`config.mk`:
```
export PLATFORM = sky130hd
export DESIGN_NAME = pipe_ctrl_flat
export DESIGN_NICKNAME = d
export VERILOG_FILES = /design/src/rtl/pipe_ctrl_pkg.sv /design/src/rtl/pipe_ctrl_if.sv /design/src/rtl/pipe_div_watchdog.sv /design/src/rtl/pipe_ctrl.sv /design/src/flat_wrapper.sv
export SDC_FILE = /design/constraint.sdc
export NUM_CORES = 1
export LEC_CHECK = 0
export ABC_AREA = 1
export BUFFER_PORTS_ARGS = -buffer_cell sky130_fd_sc_hd__buf_2
export CELL_PAD_IN_SITES_DETAIL_PLACEMENT = 1
export CELL_PAD_IN_SITES_GLOBAL_PLACEMENT = 1
export CORE_UTILIZATION = 39
export DETAILED_ROUTE_END_ITERATION = 7
export PLACE_DENSITY = 0.88
export SYNTH_ARGS = -nofsm -noshare
export SYNTH_HDL_FRONTEND = slang
export SYNTH_SLANG_ARGS = --single-unit
```
`constraint.sdc`:
```
create_clock -name clk_i -period 3 [get_ports clk_i]
set_clock_uncertainty 0.1 [all_clocks]
set_input_delay 0.6 -clock clk_i [delete_from_list [all_inputs] [get_ports clk_i]]
set_output_delay 0.6 -clock clk_i [all_outputs]
set_load 0.01 [all_outputs]
```
`src/rtl/pipe_ctrl_pkg.sv`:
```
// Shared types and constants for the pipeline stall/flush scheduler.
// Stage vectors are indexed IF (bit 0) through WB (bit 4).
package pipe_ctrl_pkg;

    localparam int STG_N   = 5;
    localparam int STG_IF  = 0;
    localparam int STG_ID  = 1;
    localparam int STG_EX  = 2;
    localparam int STG_MEM = 3;
    localparam int STG_WB  = 4;

    typedef logic [STG_N-1:0] stage_vec_t;

    typedef logic [1:0] pipe_state_t;
    localparam pipe_state_t RUN       = 2'd0;
    localparam pipe_state_t DIV_WAIT  = 2'd1;
    localparam pipe_state_t EXC_FLUSH = 2'd2;

    localparam stage_vec_t STG_NONE    = '0;
    localparam stage_vec_t STALL_HAZ   = stage_vec_t'((1 << STG_IF) | (1 << STG_ID));
    localparam stage_vec_t STALL_DIV   = STALL_HAZ | stage_vec_t'(1 << STG_EX);
    localparam stage_vec_t STALL_MEM   = STALL_DIV | stage_vec_t'(1 << STG_MEM);
    localparam stage_vec_t FLUSH_HAZ   = stage_vec_t'(1 << STG_EX);
    localparam stage_vec_t FLUSH_DIV   = stage_vec_t'(1 << STG_MEM);
    localparam stage_vec_t FLUSH_WB    = stage_vec_t'(1 << STG_WB);
    localparam stage_vec_t FLUSH_EXC   = STALL_MEM;
    localparam stage_vec_t FLUSH_REDIR = STALL_HAZ;

    // Register 0 is hardwired, so a load targeting it never creates a hazard.
    function automatic logic load_use(input logic rmem, input logic [4:0] waddr,
                                      input logic [4:0] rs, input logic [4:0] rt);
        return rmem && (waddr != 5'd0) && ((waddr == rs) || (waddr == rt));
    endfunction

endpackage

```
`src/rtl/pipe_ctrl_if.sv`:
```
// Hazard inputs and stall/flush/redirect outputs between the pipeline and pipe_ctrl.
// The slave side is the scheduler; the master side is the pipeline datapath.
interface pipe_ctrl_if #(parameter int PERF_W = 32);
    import pipe_ctrl_pkg::*;

    logic              id_branch_stall_i;
    logic [4:0]        id_rs_i;
    logic [4:0]        id_rt_i;
    logic              ex_rmem_i;
    logic [4:0]        ex_waddr_i;
    logic              ex_div_i;
    logic              div_ready_i;
    logic              imem_stall_i;
    logic              dmem_stall_i;
    logic              mem_excpt_i;
    logic [31:0]       mem_excpt_pc_i;
    stage_vec_t        stall_o;
    stage_vec_t        flush_o;
    logic              redirect_o;
    logic [31:0]       redirect_pc_o;
    logic              div_start_o;
    logic              div_cancel_o;
    logic              div_err_o;
    logic [PERF_W-1:0] perf_stall_o;

    modport slave (
        input  id_branch_stall_i, id_rs_i, id_rt_i, ex_rmem_i, ex_waddr_i, ex_div_i,
               div_ready_i, imem_stall_i, dmem_stall_i, mem_excpt_i, mem_excpt_pc_i,
        output stall_o, flush_o, redirect_o, redirect_pc_o, div_start_o, div_cancel_o,
               div_err_o, perf_stall_o
    );

    modport master (
        output id_branch_stall_i, id_rs_i, id_rt_i, ex_rmem_i, ex_waddr_i, ex_div_i,
               div_ready_i, imem_stall_i, dmem_stall_i, mem_excpt_i, mem_excpt_pc_i,
        input  stall_o, flush_o, redirect_o, redirect_pc_o, div_start_o, div_cancel_o,
               div_err_o, perf_stall_o
    );

endinterface

```
`src/rtl/pipe_div_watchdog.sv`:
```
// Divider watchdog: counts DIV_WAIT cycles, flags a timeout on the DIV_MAX-th
// waiting cycle and keeps a sticky error that only reset clears.
module pipe_div_watchdog #(
    parameter int DIV_MAX = 40
) (
    input  logic clk_i,
    input  logic rst_i,
    input  logic clear,
    input  logic active,
    input  logic ready,
    input  logic abort,
    output logic timeout,
    output logic err
);
    localparam int CNT_W = $clog2(DIV_MAX + 1);
    localparam logic [CNT_W-1:0] CNT_LAST = CNT_W'(DIV_MAX - 1);

    logic [CNT_W-1:0] cnt_q;
    logic             err_q;

    // A ready or an exception in the expiry cycle wins over the timeout.
    assign timeout = active && (cnt_q == CNT_LAST) && !ready && !abort;
    assign err     = err_q | timeout;

    always_ff @(posedge clk_i or negedge rst_i) begin
        if (!rst_i) begin
            cnt_q <= '0;
            err_q <= 1'b0;
        end else begin
            if (clear)
                cnt_q <= '0;
            else if (active && cnt_q != CNT_LAST)
                cnt_q <= cnt_q + 1'b1;
            if (timeout)
                err_q <= 1'b1;
        end
    end

endmodule

```
`src/rtl/pipe_ctrl.sv`:
```
// Central stall/flush scheduler for the five-stage pipeline: prioritises
// exceptions, bus waits, divider and decode hazards into stage enables/clears.
module pipe_ctrl
    import pipe_ctrl_pkg::*;
#(
    parameter int PERF_W  = 32,
    parameter int DIV_MAX = 40
) (
    input  logic        clk_i,
    input  logic        rst_i,
    pipe_ctrl_if.slave  bus
);
    pipe_state_t       state_q, state_d;
    stage_vec_t        stall, flush;
    logic              div_start, div_cancel, excpt_take;
    logic              wd_timeout, wd_err;
    logic              redirect_q;
    logic [31:0]       redirect_pc_q;
    logic [PERF_W-1:0] perf_q;
    logic              hazard;

    assign hazard = load_use(bus.ex_rmem_i, bus.ex_waddr_i, bus.id_rs_i, bus.id_rt_i)
                  || bus.id_branch_stall_i || bus.imem_stall_i;

    pipe_div_watchdog #(.DIV_MAX(DIV_MAX)) u_watchdog (
        .clk_i   (clk_i),
        .rst_i   (rst_i),
        .clear   (div_start),
        .active  (state_q == DIV_WAIT),
        .ready   (bus.div_ready_i),
        .abort   (bus.mem_excpt_i),
        .timeout (wd_timeout),
        .err     (wd_err)
    );

    // NOTE: every always_comb output gets a default first, so no path infers a latch.
    always_comb begin
        stall      = STG_NONE;
        flush      = STG_NONE;
        div_start  = 1'b0;
        div_cancel = 1'b0;
        excpt_take = 1'b0;
        state_d    = state_q;
        // Outputs stay quiet while reset is held, even with hazards pending.
        if (rst_i) begin
            case (state_q)
                RUN: begin
                    if (bus.mem_excpt_i) begin
                        flush      = FLUSH_EXC;
                        excpt_take = 1'b1;
                        state_d    = EXC_FLUSH;
                    end else if (bus.dmem_stall_i) begin
                        stall = STALL_MEM;
                        flush = FLUSH_WB;
                    end else if (bus.ex_div_i) begin
                        div_start = 1'b1;
                        stall     = STALL_DIV;
                        flush     = FLUSH_DIV;
                        state_d   = DIV_WAIT;
                    end else if (hazard) begin
                        stall = STALL_HAZ;
                        flush = FLUSH_HAZ;
                    end
                end
                DIV_WAIT: begin
                    if (bus.mem_excpt_i) begin
                        div_cancel = 1'b1;
                        flush      = FLUSH_EXC;
                        excpt_take = 1'b1;
                        state_d    = EXC_FLUSH;
                    end else begin
                        if (bus.dmem_stall_i) begin
                            stall = STALL_MEM;
                            flush = FLUSH_WB;
                        end else if (!(bus.div_ready_i || wd_timeout)) begin
                            stall = STALL_DIV;
                            flush = FLUSH_DIV;
                        end
                        if (bus.div_ready_i || wd_timeout)
                            state_d = RUN;
                        div_cancel = wd_timeout;
                    end
                end
                EXC_FLUSH: begin
                    flush   = FLUSH_REDIR;
                    state_d = RUN;
                end
                default: state_d = RUN;
            endcase
        end
    end

    // NOTE: sequential state uses non-blocking assignments so every register
    // samples pre-edge values regardless of statement order.
    always_ff @(posedge clk_i or negedge rst_i) begin
        if (!rst_i) begin
            state_q       <= RUN;
            redirect_q    <= 1'b0;
            redirect_pc_q <= '0;
            perf_q        <= '0;
        end else begin
            state_q    <= state_d;
            redirect_q <= excpt_take;
            if (excpt_take)
                redirect_pc_q <= bus.mem_excpt_pc_i;
            if (|stall && !(&perf_q))
                perf_q <= perf_q + 1'b1;
        end
    end

    assign bus.stall_o       = stall;
    assign bus.flush_o       = flush;
    assign bus.div_start_o   = div_start;
    assign bus.div_cancel_o  = div_cancel;
    assign bus.div_err_o     = wd_err;
    assign bus.redirect_o    = redirect_q;
    assign bus.redirect_pc_o = redirect_pc_q;
    assign bus.perf_stall_o  = perf_q;

endmodule
```
`src/flat_wrapper.sv`:
```
// flat-port wrapper written by rule: the top's interface ports become plain ports
module pipe_ctrl_flat import pipe_ctrl_pkg::*;
#(
    parameter int PERF_W  = 32,
    parameter int DIV_MAX = 40
)
  (clk_i, rst_i, bus_id_branch_stall_i, bus_id_rs_i, bus_id_rt_i, bus_ex_rmem_i, bus_ex_waddr_i, bus_ex_div_i, bus_div_ready_i, bus_imem_stall_i, bus_dmem_stall_i, bus_mem_excpt_i, bus_mem_excpt_pc_i, bus_stall_o, bus_flush_o, bus_redirect_o, bus_redirect_pc_o, bus_div_start_o, bus_div_cancel_o, bus_div_err_o, bus_perf_stall_o);
  pipe_ctrl_if #(.PERF_W(PERF_W)) bus_i ();
  input  logic clk_i;
  input  logic rst_i;
  input wire logic [$bits(bus_i.id_branch_stall_i)-1:0] bus_id_branch_stall_i;
  input wire logic [$bits(bus_i.id_rs_i)-1:0] bus_id_rs_i;
  input wire logic [$bits(bus_i.id_rt_i)-1:0] bus_id_rt_i;
  input wire logic [$bits(bus_i.ex_rmem_i)-1:0] bus_ex_rmem_i;
  input wire logic [$bits(bus_i.ex_waddr_i)-1:0] bus_ex_waddr_i;
  input wire logic [$bits(bus_i.ex_div_i)-1:0] bus_ex_div_i;
  input wire logic [$bits(bus_i.div_ready_i)-1:0] bus_div_ready_i;
  input wire logic [$bits(bus_i.imem_stall_i)-1:0] bus_imem_stall_i;
  input wire logic [$bits(bus_i.dmem_stall_i)-1:0] bus_dmem_stall_i;
  input wire logic [$bits(bus_i.mem_excpt_i)-1:0] bus_mem_excpt_i;
  input wire logic [$bits(bus_i.mem_excpt_pc_i)-1:0] bus_mem_excpt_pc_i;
  output wire logic [$bits(bus_i.stall_o)-1:0] bus_stall_o;
  output wire logic [$bits(bus_i.flush_o)-1:0] bus_flush_o;
  output wire logic [$bits(bus_i.redirect_o)-1:0] bus_redirect_o;
  output wire logic [$bits(bus_i.redirect_pc_o)-1:0] bus_redirect_pc_o;
  output wire logic [$bits(bus_i.div_start_o)-1:0] bus_div_start_o;
  output wire logic [$bits(bus_i.div_cancel_o)-1:0] bus_div_cancel_o;
  output wire logic [$bits(bus_i.div_err_o)-1:0] bus_div_err_o;
  output wire logic [$bits(bus_i.perf_stall_o)-1:0] bus_perf_stall_o;
  assign bus_i.id_branch_stall_i = bus_id_branch_stall_i;
  assign bus_i.id_rs_i = bus_id_rs_i;
  assign bus_i.id_rt_i = bus_id_rt_i;
  assign bus_i.ex_rmem_i = bus_ex_rmem_i;
  assign bus_i.ex_waddr_i = bus_ex_waddr_i;
  assign bus_i.ex_div_i = bus_ex_div_i;
  assign bus_i.div_ready_i = bus_div_ready_i;
  assign bus_i.imem_stall_i = bus_imem_stall_i;
  assign bus_i.dmem_stall_i = bus_dmem_stall_i;
  assign bus_i.mem_excpt_i = bus_mem_excpt_i;
  assign bus_i.mem_excpt_pc_i = bus_mem_excpt_pc_i;
  assign bus_stall_o = bus_i.stall_o;
  assign bus_flush_o = bus_i.flush_o;
  assign bus_redirect_o = bus_i.redirect_o;
  assign bus_redirect_pc_o = bus_i.redirect_pc_o;
  assign bus_div_start_o = bus_i.div_start_o;
  assign bus_div_cancel_o = bus_i.div_cancel_o;
  assign bus_div_err_o = bus_i.div_err_o;
  assign bus_perf_stall_o = bus_i.perf_stall_o;
  pipe_ctrl #(.PERF_W(PERF_W), .DIV_MAX(DIV_MAX)) u_core (.clk_i(clk_i), .rst_i(rst_i), .bus(bus_i));
endmodule
```
==> flow_summary.toml, run 1 <==
[logic_synthesis]
synth_seq_area_share = 0.4438
yosysTopAreaCell = "dfrtp_1"
synth-async-reset-ratio = 1.000
synth_cells = 573
synth-edff-count = 0
synth.top_cells.by_count = "nand2_1 (253), dfrtp_1 (74), nand3_1 (45), nor2_1 (43), inv_1 (37)"
synthDistinctLibCells = 33
ys.flop_type = "dfrtp_1"
yosys_warnings = 0
postSynthAreaPerCell_um2 = 7.282
syn_area_um2 = 4173
netlist.area_leader.share = 0.4438
synth.net_count = 631
synth_area_leaders = "dfrtp_1 (44%), nand2_1 (23%), nand3_1 (5.4%)"
yosysMostFrequentCell = "nand2_1"
ys_seq_elements = 74

[cts]
postCtsHoldBufs = 0
post_cts_buffers = 0
clkTransAtPathRegs_ns = 0.08
numCtsBuffers = 9
clock-root-buffer = "clkbuf_8"
clock_sinks = 74
cts_tree = "done"
cts_buffer_depth = 2
clkLatencyLatePin_ns = 0.36
cts_resized = 0
htreeDepth = 3

[sta]
setup_viol = 0
rsz0062_at_grt = "false"
layout_min_cycle_time_ns = 2.575
fin_crit_sh = 0.8584
max_freq_ghz = 0.3883
slew_headroom = 0.3687
layout_setup_ws_ns = 0.4249
setup_tns_ns = 0
slew_violations = 0
hold_viol = 0
worst_pin_slew_ns = 0.9469

[setup_path]
path_class = "reg -> out"
max_stage_delay_ns = 0.39
cp.required_ns = 2.30
path_cells = "ha_1 -> nand3_1 -> nand3_1 -> o211ai_2 -> nand2_2 -> nand2_4 -> buf_2"
endpoint_kind = "output pin"
critPathMaxFanout = 19
crit_arrival_ns = 1.88
crit_slowest_cell = "dfrtp_1"
crit_family = "simple AND/OR/NAND/NOR gates"
worst-path-buf-inv = 1
start_kind = "flop"
cpMostUsedCell = "nand3_1"

[detailed_routing]
ant_nets = 0
wire_per_inst_um = 15.38
vias = 4230
drtIter0Drc = 127
first_pass_iters = 4
via_per_inst = 5.024
drc = 0
routed_wl_mm = 12.95

[floorplan]
die_w_um = 105.4
dieArea_um2 = 11120
initial_core_util = 0.4024
die_h_um = 105.4
core_area_um2 = 10370
io_pins = 134
num_rows = 37

[place]
routabilityCongestion = 0.9118
pre_cts_ws_ns = 0.5143
port_buffers = 132
placed_cell_area_um2 = 4926
dp_hpwl_mm = 9.696

[cells_and_area]
drive_above_1_share = 0.2479
num_antenna_cells = 0
finish.instance_area_um2 = 5134
finalNetCount = 760
area_growth_pct = 23.03
fillerInstances = 1377

[global_routing]
grt_max_degree = 76
antenna_found_initial = 0
grt_overflow = 0
track_usage = 0.2482
grt_pass1_vias = 4531
grt_pass1_wl_mm = 21.91

[power]
p_clk_frac = 0.301
combPwrFrac = 0.247
p_switching_uw = 964.8
leakage_uw = 0.002910
p_per_area_nw_per_um2 = 554.9
p_int_uw = 1884
seqPwrFrac = 0.453
swShare = 0.3387
max-vdd-ir-drop_mv = 0.3234

[run]
drv_cap = 0

[hold_path]
hold_path_class = "in -> reg"

[outcome]
outcome = "completed"
[registers in the layout, indices dropped and copies added, names as in the netlist]
signal	count
u_core.u_watchdog.err_q	1
u_core.u_watchdog.cnt_q	6
u_core.bus.perf_stall_o	32
u_core.state_q	2
u_core.bus.redirect_o	1
u_core.bus.redirect_pc_o	32
[cell usage in the layout, fill, tap and decap left out, types with 2 or more instances in the layout]
master,Yosys,final
nand4_1,6,6
clkbuf_8,0,9
ha_1,2,2
nand2_4,2,2
a31o_2,2,2
xnor2_1,10,10
inv_1,37,37
a21oi_1,4,4
nor2_2,1,2
nand2_1,253,253
clkinvlp_4,0,2
nor3_2,4,4
nand3b_1,4,4
buf_2,9,131
nand3_1,45,45
nor2_1,43,42
nor3_1,21,21
dfrtp_1,74,74
o21ai_0,6,6
buf_4,3,5
inv_2,8,8
xor2_1,19,19
o31ai_1,2,2
nand2_2,3,3
bufinv_16,0,2
[metal layers]
layer | up-vias | GRT usage | wire length (um)
met5 | - | 0 | 0
met4 | 0 | 0.09155 | 244
met3 | 24 | 0.05937 | 839
met2 | 129 | 0.4239 | 6317
met1 | 2035 | 0.3034 | 5550
li1 | 2042 | - | -
[power by group through the flow]
stage	Combinational (uW)	Clock [uW]	Sequential, uW
6_report	702	857	1290
5_1_grt	791	908	1310
4_1_cts	716	875	1290
3_5_place_dp	712	0	1300
3_3_place_gp	671	0	1290
2_1_floorplan	337	0	1350
[per-stage QoR]
| stage | std cells | hold WS, ns | power, uW | util |
|---|---|---|---|---|
| after floorplan | 573 | 0.2044 | 1689 | - |
| after global placement | 827 | 0.3486 | 1961 | 0.4750 |
| after detailed placement | 827 | 0.3607 | 2016 | 0.4750 |
| after CTS | 842 | 0.3221 | 2882 | 0.4951 |
| after global routing | 842 | 0.3202 | 3012 | 0.4951 |
| final | 842 | 0.3312 | 2849 | 0.4951 |
[area by class of cell]
class / instances / area (um2) / share of cell area
Clock inverter: 5 / 80.08 / 0.01560
Sequential cell: 74 / 1852 / 0.3607
Clock buffer: 10 / 127.6 / 0.02486
Inverter: 45 / 168.9 / 0.03290
Timing Repair Buffer: 136 / 693.2 / 0.1350
Tap cell: 136 / 170.2 / 0.03315
Multi-Input combinational cell: 436 / 2042 / 0.3978
[worst paths after layout]
kind                                         startpoint                      endpoint  slack (ns)  cells after the start
setup / recovery             u_core.u_watchdog.cnt_q[0]                bus_stall_o[1]        0.42                      7
hold / removal                    bus_mem_excpt_pc_i[9]   u_core.bus.redirect_pc_o[9]        0.33                      3
setup reg to reg            u_core.bus.perf_stall_o[21]   u_core.bus.perf_stall_o[12]        0.67                      7
hold reg to reg            u_core.bus.redirect_pc_o[19]  u_core.bus.redirect_pc_o[19]        0.37                      2
max in group asynchronous                         rst_i   u_core.bus.perf_stall_o[18]        1.77                      2
min in group asynchronous                         rst_i    u_core.u_watchdog.cnt_q[1]        0.42                      2
[kinds of logic after synthesis]
kind of cell,count (synthesis),synth area share
flops,74,0.4438
simple gates,387,0.3949
buf+inv,63,0.06746
other cells,1,0.0008987
xor+xnor,29,0.06087
compound gates,17,0.02609
fa+ha+maj,2,0.005996
[worst reg2reg max path, delay by kind of cell, from the launching register on]
kind,cells,cell delay [ns]
simple gates,7,1.64
flops,1,0.52
(Power assumes the default switching activity.)
==> run 2: changes to the inputs <==
- CORE_UTILIZATION: 39 -> 28
- PLACE_DENSITY: 0.88 -> 0.67
==> run 2 against run 1 <==
First-iteration DRC count rose by 13%. Global-route usage fell by 7.1 points. Setup slack improved by 0.0064 ns. Count of clock-buffer cells in the layout did not move. Combinational power fell by 2%. Largest cell class unchanged. Die area rose by 38%. Register-to-register slack improved by 0.21 ns. Sequential share of layout area fell by 1.0 points.
==> flow_summary.toml, run 2 (synthesis results as in run 1) <==
[global_routing]
grt_overflow = 0
grt_pass1_vias = 4316
track_usage = 0.1775
grt_pass1_wl_mm = 21.29
antenna_found_initial = 0
grt_max_degree = 76

[sta]
layout_min_cycle_time_ns = 2.569
setup_tns_ns = 0
rsz0062_at_grt = "false"
hold_viol = 0
max_freq_ghz = 0.3893
slew_headroom = 0.3489
setup_viol = 0
worst_pin_slew_ns = 0.9767
slew_violations = 0
whs_ns = 0.3659
fin_crit_sh = 0.8562

[power]
max-vdd-ir-drop_mv = 0.2475
power_uw = 3019
leakage_uw = 0.002952
p_per_area_nw_per_um2 = 571.4

[cells_and_area]
finalNetCount = 761
final_util = 0.3635
final_cell_mix = "nand2_1 (253), buf_2 (131), dfrtp_1 (74)"
finish.instance_area_um2 = 5283
num_antenna_cells = 0
final_common_cell = "nand2_1"
area_growth_pct = 26.60
drive_above_1_share = 0.2514

[place]
routabilityCongestion = 0.8660
port_buffers = 132
dp_hpwl_mm = 9.837
placed_cell_area_um2 = 4994

[detailed_routing]
vias = 4130
routed_wl_mm = 12.98
ant_nets = 0
wire_per_inst_um = 14.55
via_per_inst = 4.630
drc = 0
first_pass_iters = 4
drtIter0Drc = 144

[floorplan]
die_w_um = 124.1
initial_core_util = 0.2871
die_h_um = 124.1
num_rows = 44
io_pins = 134
core_area_um2 = 14530
dieArea_um2 = 15390

[cts]
clock_sinks = 74
cts_resized = 0
cts_tree = "done"
numCtsBuffers = 9
clock-root-buffer = "clkbuf_16"
clkTransAtPathRegs_ns = 0.06
clkLatencyLatePin_ns = 0.33
cts_buffer_depth = 2
postCtsHoldBufs = 0
htreeDepth = 3
post_cts_buffers = 0

[setup_path]
r2r_end = "u_core.bus.perf_stall_o[5]"
path_class = "reg -> out"
r2r_setup_slack_ns = 0.88
ff2ff_path_depth = 8
endpoint_kind = "output pin"
critPathMaxFanout = 20
cp.required_ns = 2.30
regToRegStartpoint = "u_core.bus.perf_stall_o[2]"
crit_arrival_ns = 1.87
start_kind = "flop"

[outcome]
outcome = "completed"

[hold_path]
hold_path_class = "in -> reg"
hold_path.startpoint = "bus_mem_excpt_pc_i[8]"
hold_path_depth = 3
whs_endpoint = "u_core.bus.redirect_pc_o[8]"

[run]
drv_cap = 0
[run 2: power by group]
| group | total [uW] | internal [uW] | switching (uW) |
|---|---|---|---|
| sequential | 1290 | 1160 | 128 |
| clock | 1040 | 591 | 447 |
| combinational | 691 | 261 | 430 |
| total | 3020 | 2010 | 1010 |
[run 2: worst max-delay path: stages, from the launching register on]
cell and delay [ns]:
dfrtp_1 0.41, inv_1 0.10, nand2_2 0.11, nor2_4 0.16
nand3_1 0.14, o211ai_2 0.09, nand2_2 0.09, nand2_4 0.23
buf_2 0.19
[run 2: area by class of cell]
cell class | instances | area [um2]
Fill cell | 1877 | 9251
Timing Repair Buffer | 137 | 700.7
Clock buffer | 10 | 239.0
Clock inverter | 6 | 50.05
Inverter | 45 | 168.9
Sequential cell | 74 | 1852
Tap cell | 184 | 230.2
Multi-Input combinational cell | 436 | 2042
[run 2: worst max path at each step]
| stage | start | end | slack [ns] | depth (start not counted) |
|---|---|---|---|---|
| 5_1_grt | u_core.state_q[1] | bus_stall_o[1] | 0.29 | 8 |
| 6_report | u_core.state_q[1] | bus_stall_o[0] | 0.43 | 8 |
| 2_1_floorplan | rst_i | bus_flush_o[1] | 0.59 | 8 |
| 4_1_cts | u_core.state_q[1] | bus_stall_o[0] | 0.41 | 8 |
| 3_5_place_dp | bus_ex_waddr_i[0] | bus_stall_o[0] | 0.48 | 12 |
| 3_3_place_gp | bus_ex_waddr_i[1] | bus_stall_o[1] | 0.56 | 12 |
[run 2: through the flow]
step / std cells / setup WS, ns
floorplan: 573 / 0.5862
global placement: 876 / 0.5641
detailed placement: 876 / 0.4755
CTS: 892 / 0.4096
global route: 892 / 0.2873
finish: 892 / 0.4313
[run 2: routing by layer]
layer | wire length, um | share of wire | vias to the layer above | GRT usage
met3 | 840 | 0.065 | 22 | 0.04533
met1 | 6001 | 0.46 | 1963 | 0.2309
met2 | 5914 | 0.46 | 102 | 0.2859
met4 | 218 | 0.017 | 0 | 0.05804
li1 | - | - | 2043 | -
met5 | 0 | 0 | - | 0
